## config.mk

```make
export PLATFORM = sky130hd
export DESIGN_NAME = mlp_wmem_arb_flat
export DESIGN_NICKNAME = d
export VERILOG_FILES = /design/src/rtl/mlp_pkg.sv /design/src/rtl/mlp_wmem_arb_if.sv /design/src/rtl/mlp_rr_pick.sv /design/src/rtl/mlp_wmem_arb.sv /design/src/flat_wrapper.sv
export SDC_FILE = /design/constraint.sdc
export NUM_CORES = 1
export LEC_CHECK = 0
export ABC_CLOCK_PERIOD_IN_PS = 3500
export BUFFER_PORTS_ARGS = -buffer_cell sky130_fd_sc_hd__buf_2
export CAP_MARGIN = 20
export CORE_MARGIN = 4
export CORE_UTILIZATION = 35
export DETAILED_ROUTE_END_ITERATION = 12
export PLACE_DENSITY_LB_ADDON = 0.2
export SLEW_MARGIN = 40
export SYNTH_ARGS = -nofsm -noshare
export SYNTH_HDL_FRONTEND = slang
export SYNTH_SLANG_ARGS = --single-unit
```

## constraint.sdc

```tcl
create_clock -name clk_i -period 3.5 [get_ports clk_i]
set_input_delay 0.175 -clock clk_i [delete_from_list [all_inputs] [get_ports clk_i]]
set_output_delay 0.175 -clock clk_i [all_outputs]
set_load 0.1 [all_outputs]
```

## src/rtl/mlp_pkg.sv

```systemverilog
// mlp_pkg: shared types and sizing for the MLP weight-memory path.
//   mlp_req_id_e : identifies a weight SRAM requester (none / init loader / compute).
//   WAddrWidth   : weight SRAM address width (2048 words = Layers x Neurons x Neurons).
//   WDataWidth   : weight word width.
package mlp_pkg;

    localparam int unsigned WAddrWidth = 11;
    localparam int unsigned WDataWidth = 16;
    localparam int unsigned Layers     = 8;
    localparam int unsigned Neurons    = 16;

    typedef enum logic [1:0] {
        ReqNone = 2'd0,
        ReqInit = 2'd1,
        ReqComp = 2'd2
    } mlp_req_id_e;

endpackage

```

## src/rtl/mlp_wmem_arb_if.sv

```systemverilog
// mlp_wmem_arb_if: one requester's port onto the weight SRAM arbiter.
//   valid/ready   : request handshake (beat accepted when both high)
//   we            : 1 = write, 0 = read
//   addr/wdata    : request address and write data
//   rvalid/rdata  : read response, one cycle after an accepted read, no back-pressure
// Modports: master = requester side, slave = arbiter side.
interface mlp_wmem_arb_if import mlp_pkg::*; #(
    parameter int unsigned AddrWidth = WAddrWidth,
    parameter int unsigned DataWidth = WDataWidth
) ();

    logic                 valid;
    logic                 ready;
    logic                 we;
    logic [AddrWidth-1:0] addr;
    logic [DataWidth-1:0] wdata;
    logic                 rvalid;
    logic [DataWidth-1:0] rdata;

    modport master (
        output valid, we, addr, wdata,
        input  ready, rvalid, rdata
    );

    modport slave (
        input  valid, we, addr, wdata,
        output ready, rvalid, rdata
    );

endinterface

```

## src/rtl/mlp_rr_pick.sv

```systemverilog
// mlp_rr_pick: two-way round-robin grant with burst locking and a fairness cap.
//   clk_i, rst_i : clock, synchronous active-high reset
//   req_init_i   : init requester valid
//   req_comp_i   : compute requester valid
//   gnt_o        : combinational grant for this cycle (ReqNone while in reset)
// The current owner keeps the grant until it drops valid, or until it has taken
// MaxBurst consecutive beats while the other side is waiting.
module mlp_rr_pick import mlp_pkg::*; #(
    parameter int unsigned MaxBurst = 16
) (
    input  logic        clk_i,
    input  logic        rst_i,
    input  logic        req_init_i,
    input  logic        req_comp_i,
    output mlp_req_id_e gnt_o
);

    localparam int unsigned CntWidth = $clog2(MaxBurst + 1);

    mlp_req_id_e         owner_q, owner_d;
    mlp_req_id_e         last_q, last_d;
    logic [CntWidth-1:0] cnt_q, cnt_d;
    logic                cap_hit;

    assign cap_hit = (cnt_q == CntWidth'(MaxBurst));

    always_comb begin
        gnt_o   = ReqNone;
        owner_d = owner_q;
        cnt_d   = cnt_q;
        last_d  = last_q;

        if (rst_i) begin
            gnt_o = ReqNone;
        end else if (owner_q == ReqInit && req_init_i && !(cap_hit && req_comp_i)) begin
            gnt_o = ReqInit;
        end else if (owner_q == ReqComp && req_comp_i && !(cap_hit && req_init_i)) begin
            gnt_o = ReqComp;
        end else if (req_init_i && !req_comp_i) begin
            gnt_o = ReqInit;
        end else if (!req_init_i && req_comp_i) begin
            gnt_o = ReqComp;
        end else if (req_init_i && req_comp_i) begin
            // A capped owner lands here too; last == owner, so the waiter wins.
            gnt_o = (last_q == ReqInit) ? ReqComp : ReqInit;
        end

        if (gnt_o == ReqNone) begin
            owner_d = ReqNone;
            cnt_d   = '0;
        end else if (gnt_o == owner_q) begin
            // Saturate so an uncontended burst can run forever.
            if (!cap_hit) begin
                cnt_d = cnt_q + 1'b1;
            end
        end else begin
            owner_d = gnt_o;
            cnt_d   = CntWidth'(1);
            last_d  = gnt_o;
        end
    end

    always_ff @(posedge clk_i) begin
        if (rst_i) begin
            owner_q <= ReqNone;
            last_q  <= ReqInit;
            cnt_q   <= '0;
        end else begin
            owner_q <= owner_d;
            last_q  <= last_d;
            cnt_q   <= cnt_d;
        end
    end

endmodule

```

## src/rtl/mlp_wmem_arb.sv

```systemverilog
// mlp_wmem_arb: shares the single-port MLP weight SRAM between the host init
// loader and the MLP compute sequencer.
//   clk_i, rst_i    : clock, synchronous active-high reset
//   init_if         : init loader request/response port (slave modport)
//   comp_if         : compute sequencer request/response port (slave modport)
//   mem_en_o/we_o/addr_o/wdata_o : SRAM command, driven combinationally from the grant
//   mem_rdata_i     : SRAM read data, valid one cycle after a read enable
//   stat_conflict_o : cycles where some requester was valid but not ready
// Build option: define MLP_WMEM_ARB_STATS_EN to build the saturating conflict
// counter; otherwise stat_conflict_o is tied to 0.
module mlp_wmem_arb import mlp_pkg::*; #(
    parameter int unsigned AddrWidth = WAddrWidth,
    parameter int unsigned DataWidth = WDataWidth,
    parameter int unsigned MaxBurst  = 16
) (
    input  logic                 clk_i,
    input  logic                 rst_i,
    mlp_wmem_arb_if.slave        init_if,
    mlp_wmem_arb_if.slave        comp_if,
    output logic                 mem_en_o,
    output logic                 mem_we_o,
    output logic [AddrWidth-1:0] mem_addr_o,
    output logic [DataWidth-1:0] mem_wdata_o,
    input  logic [DataWidth-1:0] mem_rdata_i,
    output logic [15:0]          stat_conflict_o
);

    mlp_req_id_e gnt;
    mlp_req_id_e rsp_id_q, rsp_id_d;
    logic        rsp_pend_q, rsp_pend_d;

    mlp_rr_pick #(
        .MaxBurst (MaxBurst)
    ) u_rr_pick (
        .clk_i      (clk_i),
        .rst_i      (rst_i),
        .req_init_i (init_if.valid),
        .req_comp_i (comp_if.valid),
        .gnt_o      (gnt)
    );

    assign init_if.ready = (gnt == ReqInit);
    assign comp_if.ready = (gnt == ReqComp);

    always_comb begin
        mem_en_o    = 1'b0;
        mem_we_o    = 1'b0;
        mem_addr_o  = '0;
        mem_wdata_o = '0;
        unique case (gnt)
            ReqInit: begin
                mem_en_o    = 1'b1;
                mem_we_o    = init_if.we;
                mem_addr_o  = init_if.addr;
                mem_wdata_o = init_if.wdata;
            end
            ReqComp: begin
                mem_en_o    = 1'b1;
                mem_we_o    = comp_if.we;
                mem_addr_o  = comp_if.addr;
                mem_wdata_o = comp_if.wdata;
            end
            default: ;
        endcase
    end

    // Remember who issued a read so the next-cycle data goes back to them.
    always_comb begin
        rsp_pend_d = mem_en_o && !mem_we_o;
        rsp_id_d   = gnt;
    end

    always_ff @(posedge clk_i) begin
        if (rst_i) begin
            rsp_pend_q <= 1'b0;
            rsp_id_q   <= ReqNone;
        end else begin
            rsp_pend_q <= rsp_pend_d;
            rsp_id_q   <= rsp_id_d;
        end
    end

    // Gated by rst_i so a response due in the reset cycle is never presented.
    assign init_if.rvalid = !rst_i && rsp_pend_q && (rsp_id_q == ReqInit);
    assign comp_if.rvalid = !rst_i && rsp_pend_q && (rsp_id_q == ReqComp);
    assign init_if.rdata  = init_if.rvalid ? mem_rdata_i : '0;
    assign comp_if.rdata  = comp_if.rvalid ? mem_rdata_i : '0;

`ifdef MLP_WMEM_ARB_STATS_EN
    logic [15:0] stat_q, stat_d;
    logic        conflict;

    always_comb begin
        conflict = (init_if.valid && !init_if.ready) || (comp_if.valid && !comp_if.ready);
        stat_d   = stat_q;
        if (conflict && (stat_q != 16'hFFFF)) begin
            stat_d = stat_q + 16'd1;
        end
    end

    always_ff @(posedge clk_i) begin
        if (rst_i) begin
            stat_q <= '0;
        end else begin
            stat_q <= stat_d;
        end
    end

    assign stat_conflict_o = stat_q;
`else
    assign stat_conflict_o = '0;
`endif

endmodule

```

## src/flat_wrapper.sv

```systemverilog
// flat-port wrapper written by rule: the top's interface ports become plain ports
module mlp_wmem_arb_flat import mlp_pkg::*;
#(
    parameter int unsigned AddrWidth = WAddrWidth,
    parameter int unsigned DataWidth = WDataWidth,
    parameter int unsigned MaxBurst  = 16
)
  (clk_i, rst_i, mem_en_o, mem_we_o, mem_addr_o, mem_wdata_o, mem_rdata_i, stat_conflict_o, init_if_valid, init_if_we, init_if_addr, init_if_wdata, init_if_ready, init_if_rvalid, init_if_rdata, comp_if_valid, comp_if_we, comp_if_addr, comp_if_wdata, comp_if_ready, comp_if_rvalid, comp_if_rdata);
  mlp_wmem_arb_if #(.AddrWidth(AddrWidth), .DataWidth(DataWidth)) init_if_i ();
  mlp_wmem_arb_if #(.AddrWidth(AddrWidth), .DataWidth(DataWidth)) comp_if_i ();
  input  logic clk_i;
  input  logic rst_i;
  output logic mem_en_o;
  output logic mem_we_o;
  output logic [AddrWidth-1:0] mem_addr_o;
  output logic [DataWidth-1:0] mem_wdata_o;
  input  logic [DataWidth-1:0] mem_rdata_i;
  output logic [15:0] stat_conflict_o;
  input wire logic [$bits(init_if_i.valid)-1:0] init_if_valid;
  input wire logic [$bits(init_if_i.we)-1:0] init_if_we;
  input wire logic [$bits(init_if_i.addr)-1:0] init_if_addr;
  input wire logic [$bits(init_if_i.wdata)-1:0] init_if_wdata;
  output wire logic [$bits(init_if_i.ready)-1:0] init_if_ready;
  output wire logic [$bits(init_if_i.rvalid)-1:0] init_if_rvalid;
  output wire logic [$bits(init_if_i.rdata)-1:0] init_if_rdata;
  input wire logic [$bits(comp_if_i.valid)-1:0] comp_if_valid;
  input wire logic [$bits(comp_if_i.we)-1:0] comp_if_we;
  input wire logic [$bits(comp_if_i.addr)-1:0] comp_if_addr;
  input wire logic [$bits(comp_if_i.wdata)-1:0] comp_if_wdata;
  output wire logic [$bits(comp_if_i.ready)-1:0] comp_if_ready;
  output wire logic [$bits(comp_if_i.rvalid)-1:0] comp_if_rvalid;
  output wire logic [$bits(comp_if_i.rdata)-1:0] comp_if_rdata;
  assign init_if_i.valid = init_if_valid;
  assign init_if_i.we = init_if_we;
  assign init_if_i.addr = init_if_addr;
  assign init_if_i.wdata = init_if_wdata;
  assign init_if_ready = init_if_i.ready;
  assign init_if_rvalid = init_if_i.rvalid;
  assign init_if_rdata = init_if_i.rdata;
  assign comp_if_i.valid = comp_if_valid;
  assign comp_if_i.we = comp_if_we;
  assign comp_if_i.addr = comp_if_addr;
  assign comp_if_i.wdata = comp_if_wdata;
  assign comp_if_ready = comp_if_i.ready;
  assign comp_if_rvalid = comp_if_i.rvalid;
  assign comp_if_rdata = comp_if_i.rdata;
  mlp_wmem_arb #(.AddrWidth(AddrWidth), .DataWidth(DataWidth), .MaxBurst(MaxBurst)) u_core (.clk_i(clk_i), .rst_i(rst_i), .init_if(init_if_i), .comp_if(comp_if_i), .mem_en_o(mem_en_o), .mem_we_o(mem_we_o), .mem_addr_o(mem_addr_o), .mem_wdata_o(mem_wdata_o), .mem_rdata_i(mem_rdata_i), .stat_conflict_o(stat_conflict_o));
endmodule
```

==> results of run 1 <==
path summary, 6_finish.rpt:
kind | slack [ps] | depth (start not counted) | to | from
setup reg to reg | 890 | 10 | u_core.rsp_pend_q | u_core.u_rr_pick.cnt_q[0]
setup / recovery | 290 | 11 | mem_addr_o[6] | u_core.u_rr_pick.cnt_q[0]
hold reg to reg | 470 | 2 | u_core.u_rr_pick.last_q[1] | u_core.u_rr_pick.last_q[1]
hold / removal | 250 | 2 | u_core.rsp_id_q[1] | init_if_valid
layer usage:
layer / track usage, % / vias to the layer above / wire length, um
met3: 4.99 / 5 / 495
met1: 18.9 / 777 / 1720
met5: 0 / - / 0
li1: - / 904 / -
met2: 33.5 / 81 / 2630
met4: 4.92 / 0 / 55
kinds of logic after synthesis:
family / count (synthesis) / share of synthesized area, %
other: 1 / 0.257
AO/OA/AOI/OAI: 46 / 23.3
buffers and inverters: 37 / 13.7
adder cells (fa/ha/maj): 5 / 4.29
flip-flops: 12 / 16.5
multiplexers: 1 / 0.687
XOR/XNOR: 4 / 2.40
AND/OR/NAND/NOR: 88 / 38.8
worst max-delay path, stage by stage, from the launching register on:
cell      delay (ps)
dfxtp_1          320
inv_1             90
ha_1             170
and4bb_4         290
o21ai_0          110
a311o_1          390
nand2b_1         270
inv_1            150
ha_4             340
a22oi_1          190
nor2b_4          130
clkbuf_4         330
layout by cell type (no fill, tap or decap), types with 2 or more instances in the layout:
cell	netlist	layout
clkbuf_4	0	28
nor2b_4	0	20
nor4bb_4	0	2
xnor2_1	2	2
nor2b_2	0	8
inv_1	8	8
xor2_1	2	2
ha_1	5	2
a32oi_1	2	2
o21ai_0	3	3
nand2_1	3	3
a22oi_1	28	28
and2_1	33	33
dfxtp_1	12	12
buf_2	1	112
conb_1	1	16
nand3_1	2	2
nor2_1	5	5
nand2b_1	3	3
clkbuf_8	0	3
ha_4	0	3
a21oi_1	6	6
stage by stage:
| step | utilization (%) | instance area [um^2] | total power, mW | setup slack, ps | hold WS (ps) |
|---|---|---|---|---|---|
| detailed placement | 58.1 | 2320 | 0.584 | 374 | 465 |
| floorplan | - | 1700 | 0.520 | 55.8 | 390 |
| finish | 61.4 | 2460 | 0.716 | 288 | 247 |
| CTS | 59.1 | 2370 | 0.707 | 107 | 243 |
| global route | 61.4 | 2460 | 0.750 | 2.57 | 269 |
| global placement | 57.7 | 2310 | 0.579 | 469 | 464 |
sequential cells by signal, summed over array words and instances, names as in the netlist:
register / flops
u_core.u_rr_pick.owner_q: 2
u_core.u_rr_pick.cnt_q: 5
u_core.u_rr_pick.last_q: 2
u_core.rsp_pend_q: 1
u_core.rsp_id_q: 2
area by class of cell:
cell class	instances	area, um^2
fill	359	1540
timing repair buffer	140	771
clock buffer	3	41.3
tap	50	62.6
multi-input combinational	160	1310
inverter	8	30.0
sequential	12	240
synth_stat cells, types with 2 or more instances:
master    count
nand2b_1      3
nor2_1        5
a21oi_1       6
clkbuf_1     11
dfxtp_1      12
nand3_1       2
inv_1         8
ha_1          5
o21ai_0       3
xor2_1        2
buf_4        16
and2_1       33
nor2b_1      29
nor4bb_1      2
xnor2_1       2
nand2_1       3
a32oi_1       2
a22oi_1      28
power by group:
group	internal, mW	switching [mW]
clock network	0.0754	0.0465
registers	0.144	0.00630
logic	0.127	0.317
==> qor.csv, run 1 <==
stage,metric,value,unit
sta,hold_viol_final,0,
placement,dp_hpwl,4080,um
pwr,ir_drop,198,uV
yosys,async_flop_share,0,%
routing,dr.pass1.iters,4,
clocking,cts_tree,yes,
status,outcome,finished clean,
sta,relSlewSlack,54.8,%
placement,dp.cells,370,
yosys,synthesis.instances,194,
clocking,cts_resized,0,
clocking,cts_hold_buf,0,
yosys,netlist_area,1460,um^2
worst_setup_path,arrival,3040,ps
run,maxCapViolations,0,
routing,vias_per_cell,4.74,
routing,ant_nets,0,
global_route,grt_use_total,17.7,%
yosys,synth_edf_count,0,
sta,setup-tns-final,0,ps
clocking,insertion_delay,240,ps
worst_setup_path,path_class,reg2out,
cells_and_area,final_cells,373,
placement,finalWeightedCongestion,0.835,
cells_and_area,drive_gt1_share,56.0,%
clocking,cts_sinks,12,
floorplan,die_w,72.5,um
floorplan,rows,23,
hold_path,hold_class,in2reg,
pwr,p_per_area,292,nW/um^2
floorplan,core,4000,um^2
yosys,yosysSeqAreaShare,16.5,%
cells_and_area,n_antenna_cell,0,
sta,finalSetupViolCount,0,
routing,wl_per_cell,13.1,um
sta,fin_crit_sh,91.8,%
global_route,grt_pass1_wl,7630,um
global_route,antenna_found_initial,0,
sta,worst_pin_slew,677,ps
yosys,yosys.area.top_type,dfxtp_1,
clocking,numCtsBuffers,3,
yosys,yosysWarnings,0,
yosys,synth_seq_cells,12,
global_route,grt-ovfl-total,0,
routing,drtIter0Drc,82,
floorplan,pin_count,157,
routing,finalWirelength,4900,um
cells_and_area,finalNetCount,406,
floorplan,dieArea,5260,um^2
global_route,grt_max_degree,31,
pwr,leakagePower,1.22,nW
yosys,synth_area_leaders,"dfxtp_1 (16%), a22oi_1 (14%), and2_1 (14%)",
worst_setup_path,worstPathRequired,3320,ps
yosys,yosys.area.top_type_share,16.5,%
global_route,grt_pass1_vias,1702,
clocking,clk_pin_slew,50,ps
floorplan,dieHeight,72.5,um
floorplan,initial_core_util,36.4,%
worst_setup_path,worst_setup_path_end_kind,output port,
sta,skew,3.07,ps
cells_and_area,area_delta_synth_final,68.5,%
sta,slew_violations,0,
sta,rsz0062_at_grt,no,
worst_setup_path,critPathMaxFanout,29,
clocking,post_cts_buffers,0,
yosys,synth.distinct_cells,40,
yosys,syn_avg_cell_area,7.51,um^2
placement,io_buffer_count,140,
worst_setup_path,critPathLaunchType,flop,
clocking,cts_max_level,1,
routing,drc,0,
yosys,synthFlopType,dfxtp_1,
routing,vias,1767,
clocking,clockBufferDepth,2,
sta,period_minus_slack,3210,ps
sta,clock.fmax,311,MHz
clocking,cts-root-buf,clkbuf_8,
(Power assumes the default switching activity.)
==> inputs of run 2 (changes only) <==
--- a/config.mk
+++ b/config.mk
@@ -11,7 +11,7 @@
 export CORE_MARGIN = 4
 export CORE_UTILIZATION = 35
 export DETAILED_ROUTE_END_ITERATION = 12
-export PLACE_DENSITY_LB_ADDON = 0.2
+export PLACE_DENSITY_LB_ADDON = 0.05
 export SLEW_MARGIN = 40
 export SYNTH_ARGS = -nofsm -noshare
 export SYNTH_HDL_FRONTEND = slang
==> qor.csv, run 2 (synthesized netlist as in run 1, its figures left out) <==
stage,metric,value,unit
status,outcome,finished clean,
pwr,total_power,735,uW
global_route,grt_pass1_vias,1744,
routing,top_layer,met4,
sta,hold_viol_final,0,
clocking,cts_tree,yes,
floorplan,core,4000,um^2
routing,wl_met2,2680,um
cells_and_area,final_cells,376,
floorplan,die_w,72.5,um
clocking,cts-root-buf,clkbuf_8,
global_route,grt_use_total,18.8,%
cells_and_area,mostFrequentLayoutCells,"buf_2 (140), and2_1 (33), a22oi_1 (28), nor2b_4 (20), conb_1 (16)",
worst_setup_path,critPathLaunchType,flop,
pwr,ir_drop,185,uV
cells_and_area,area_delta_synth_final,63.6,%
sta,worst_pin_slew,512,ps
routing,met3_length,397,um
pwr,p_comb_share,59.1,%
cells_and_area,fill_cells,378,
routing,finalWirelength,5170,um
floorplan,dieArea,5260,um^2
cells_and_area,largest_register,u_core.u_rr_pick.cnt_q,
global_route,grt-ovfl-total,0,
cells_and_area,layout_commonest_cell,buf_2,
hold_path,hold_class,in2reg,
worst_setup_path,path_class,reg2out,
placement,finalWeightedCongestion,0.858,
floorplan,pin_count,157,
floorplan,dieHeight,72.5,um
sta,finalSetupViolCount,0,
sta,fin_crit_sh,94.7,%
global_route,antenna_found_initial,0,
worst_setup_path,worst_setup_path_end_kind,output port,
placement,dp_hpwl,4350,um
cells_and_area,drive_gt1_share,55.8,%
run,maxCapViolations,0,
sta,skew,3.24,ps
placement,io_buffer_count,140,
cells_and_area,n_antenna_cell,0,
pwr,leakagePower,1.25,nW
sta,setup-tns-final,0,ps
routing,vias,1818,
cells_and_area,multi_input_area,1280,um^2
pwr,clkPwrFrac,20.7,%
routing,drtIter0Drc,104,
sta,rsz0062_at_grt,no,
routing,dr.pass1.iters,4,
cells_and_area,seq_area,240,um^2
sta,relSlewSlack,66.1,%
clocking,numCtsBuffers,3,
clocking,clockBufferDepth,2,
global_route,grt_pass1_wl,8050,um
floorplan,initial_core_util,36.4,%
clocking,cts_sinks,12,
worst_setup_path,critPathMaxFanout,29,
pwr,internal-power,361,uW
sta,clock.fmax,302,MHz
hold_path,hold_depth,2,
routing,ant_nets,0,
clocking,post_cts_buffers,0,
sta,slew_violations,0,
cells_and_area,largest_register_ffs,5,
sta,period_minus_slack,3310,ps
worst_setup_path,arrival,3140,ps
routing,vias_per_cell,4.84,
pwr,p_per_area,308,nW/um^2
clocking,cts_hold_buf,0,
clocking,cts_max_level,1,
pwr,p_sw_share,50.9,%
placement,dp.cells,372,
clocking,clk_pin_slew,50,ps
routing,drc,0,
worst_setup_path,worstPathRequired,3320,ps
cells_and_area,finalNetCount,408,
floorplan,rows,23,
pwr,p_seq_share,20.2,%
clocking,insertion_delay,250,ps
routing,wl_per_cell,13.7,um
clocking,cts_resized,0,
worst_setup_path,reg2regPathDepth,10,
pwr,p_switching,374,uW
routing,drt-met1-wl,1980,um
global_route,grt_max_degree,31,
## run 2: layer usage
layer	track usage [%]	vias to the layer above
li1	-	906
met1	22.7	821
met2	31.7	81
met3	5.26	10
met4	6.56	0
met5	0	-
## run 2: final cells by class
class / count / share of cell area (%)
clock buffers: 4 / 2.31
inverters: 8 / 1.26
multi-input cells: 160 / 53.7
flip-flops and latches: 12 / 10.1
well taps: 50 / 2.62
repair buffers: 142 / 30.0
## run 2: stage by stage
step           hold WS, ps  instance area, um^2  worst slack [ps]  util (%)
4_1_cts                224                 2360               115      59.1
5_1_grt                242                 2380              14.5      59.6
2_1_floorplan          390                 1700              55.8         -
6_report               230                 2380               187      59.6
3_5_place_dp           463                 2310               395      57.7
3_3_place_gp           467                 2310               464      57.7
## run 2: power groups by stage
stage	sequential, mW	clock (mW)	combinational, mW
2_1_floorplan	0.150	0	0.370
3_3_place_gp	0.151	0	0.429
3_5_place_dp	0.151	0	0.430
4_1_cts	0.148	0.156	0.430
5_1_grt	0.149	0.161	0.457
6_report	0.148	0.152	0.435
## run 2: critical path, stage by stage, from the launching register on
cell and delay, ps:
dfxtp_1 320, inv_1 90, ha_1 170, and4bb_4 290
o21ai_0 110, a311o_1 400, nand2b_1 270, inv_1 150
ha_4 340, a22oi_1 180, nor2b_4 130, buf_2 430
## run 2: final timing paths
| path | from | slack, ps | endpoint |
|---|---|---|---|
| worst max-delay path | u_core.u_rr_pick.cnt_q[0] | 190 | mem_addr_o[3] |
| worst min-delay path | rst_i | 230 | u_core.u_rr_pick.owner_q[0] |
| worst max register to register | u_core.u_rr_pick.cnt_q[0] | 870 | u_core.rsp_pend_q |
| worst min register to register | u_core.u_rr_pick.last_q[1] | 470 | u_core.u_rr_pick.last_q[1] |
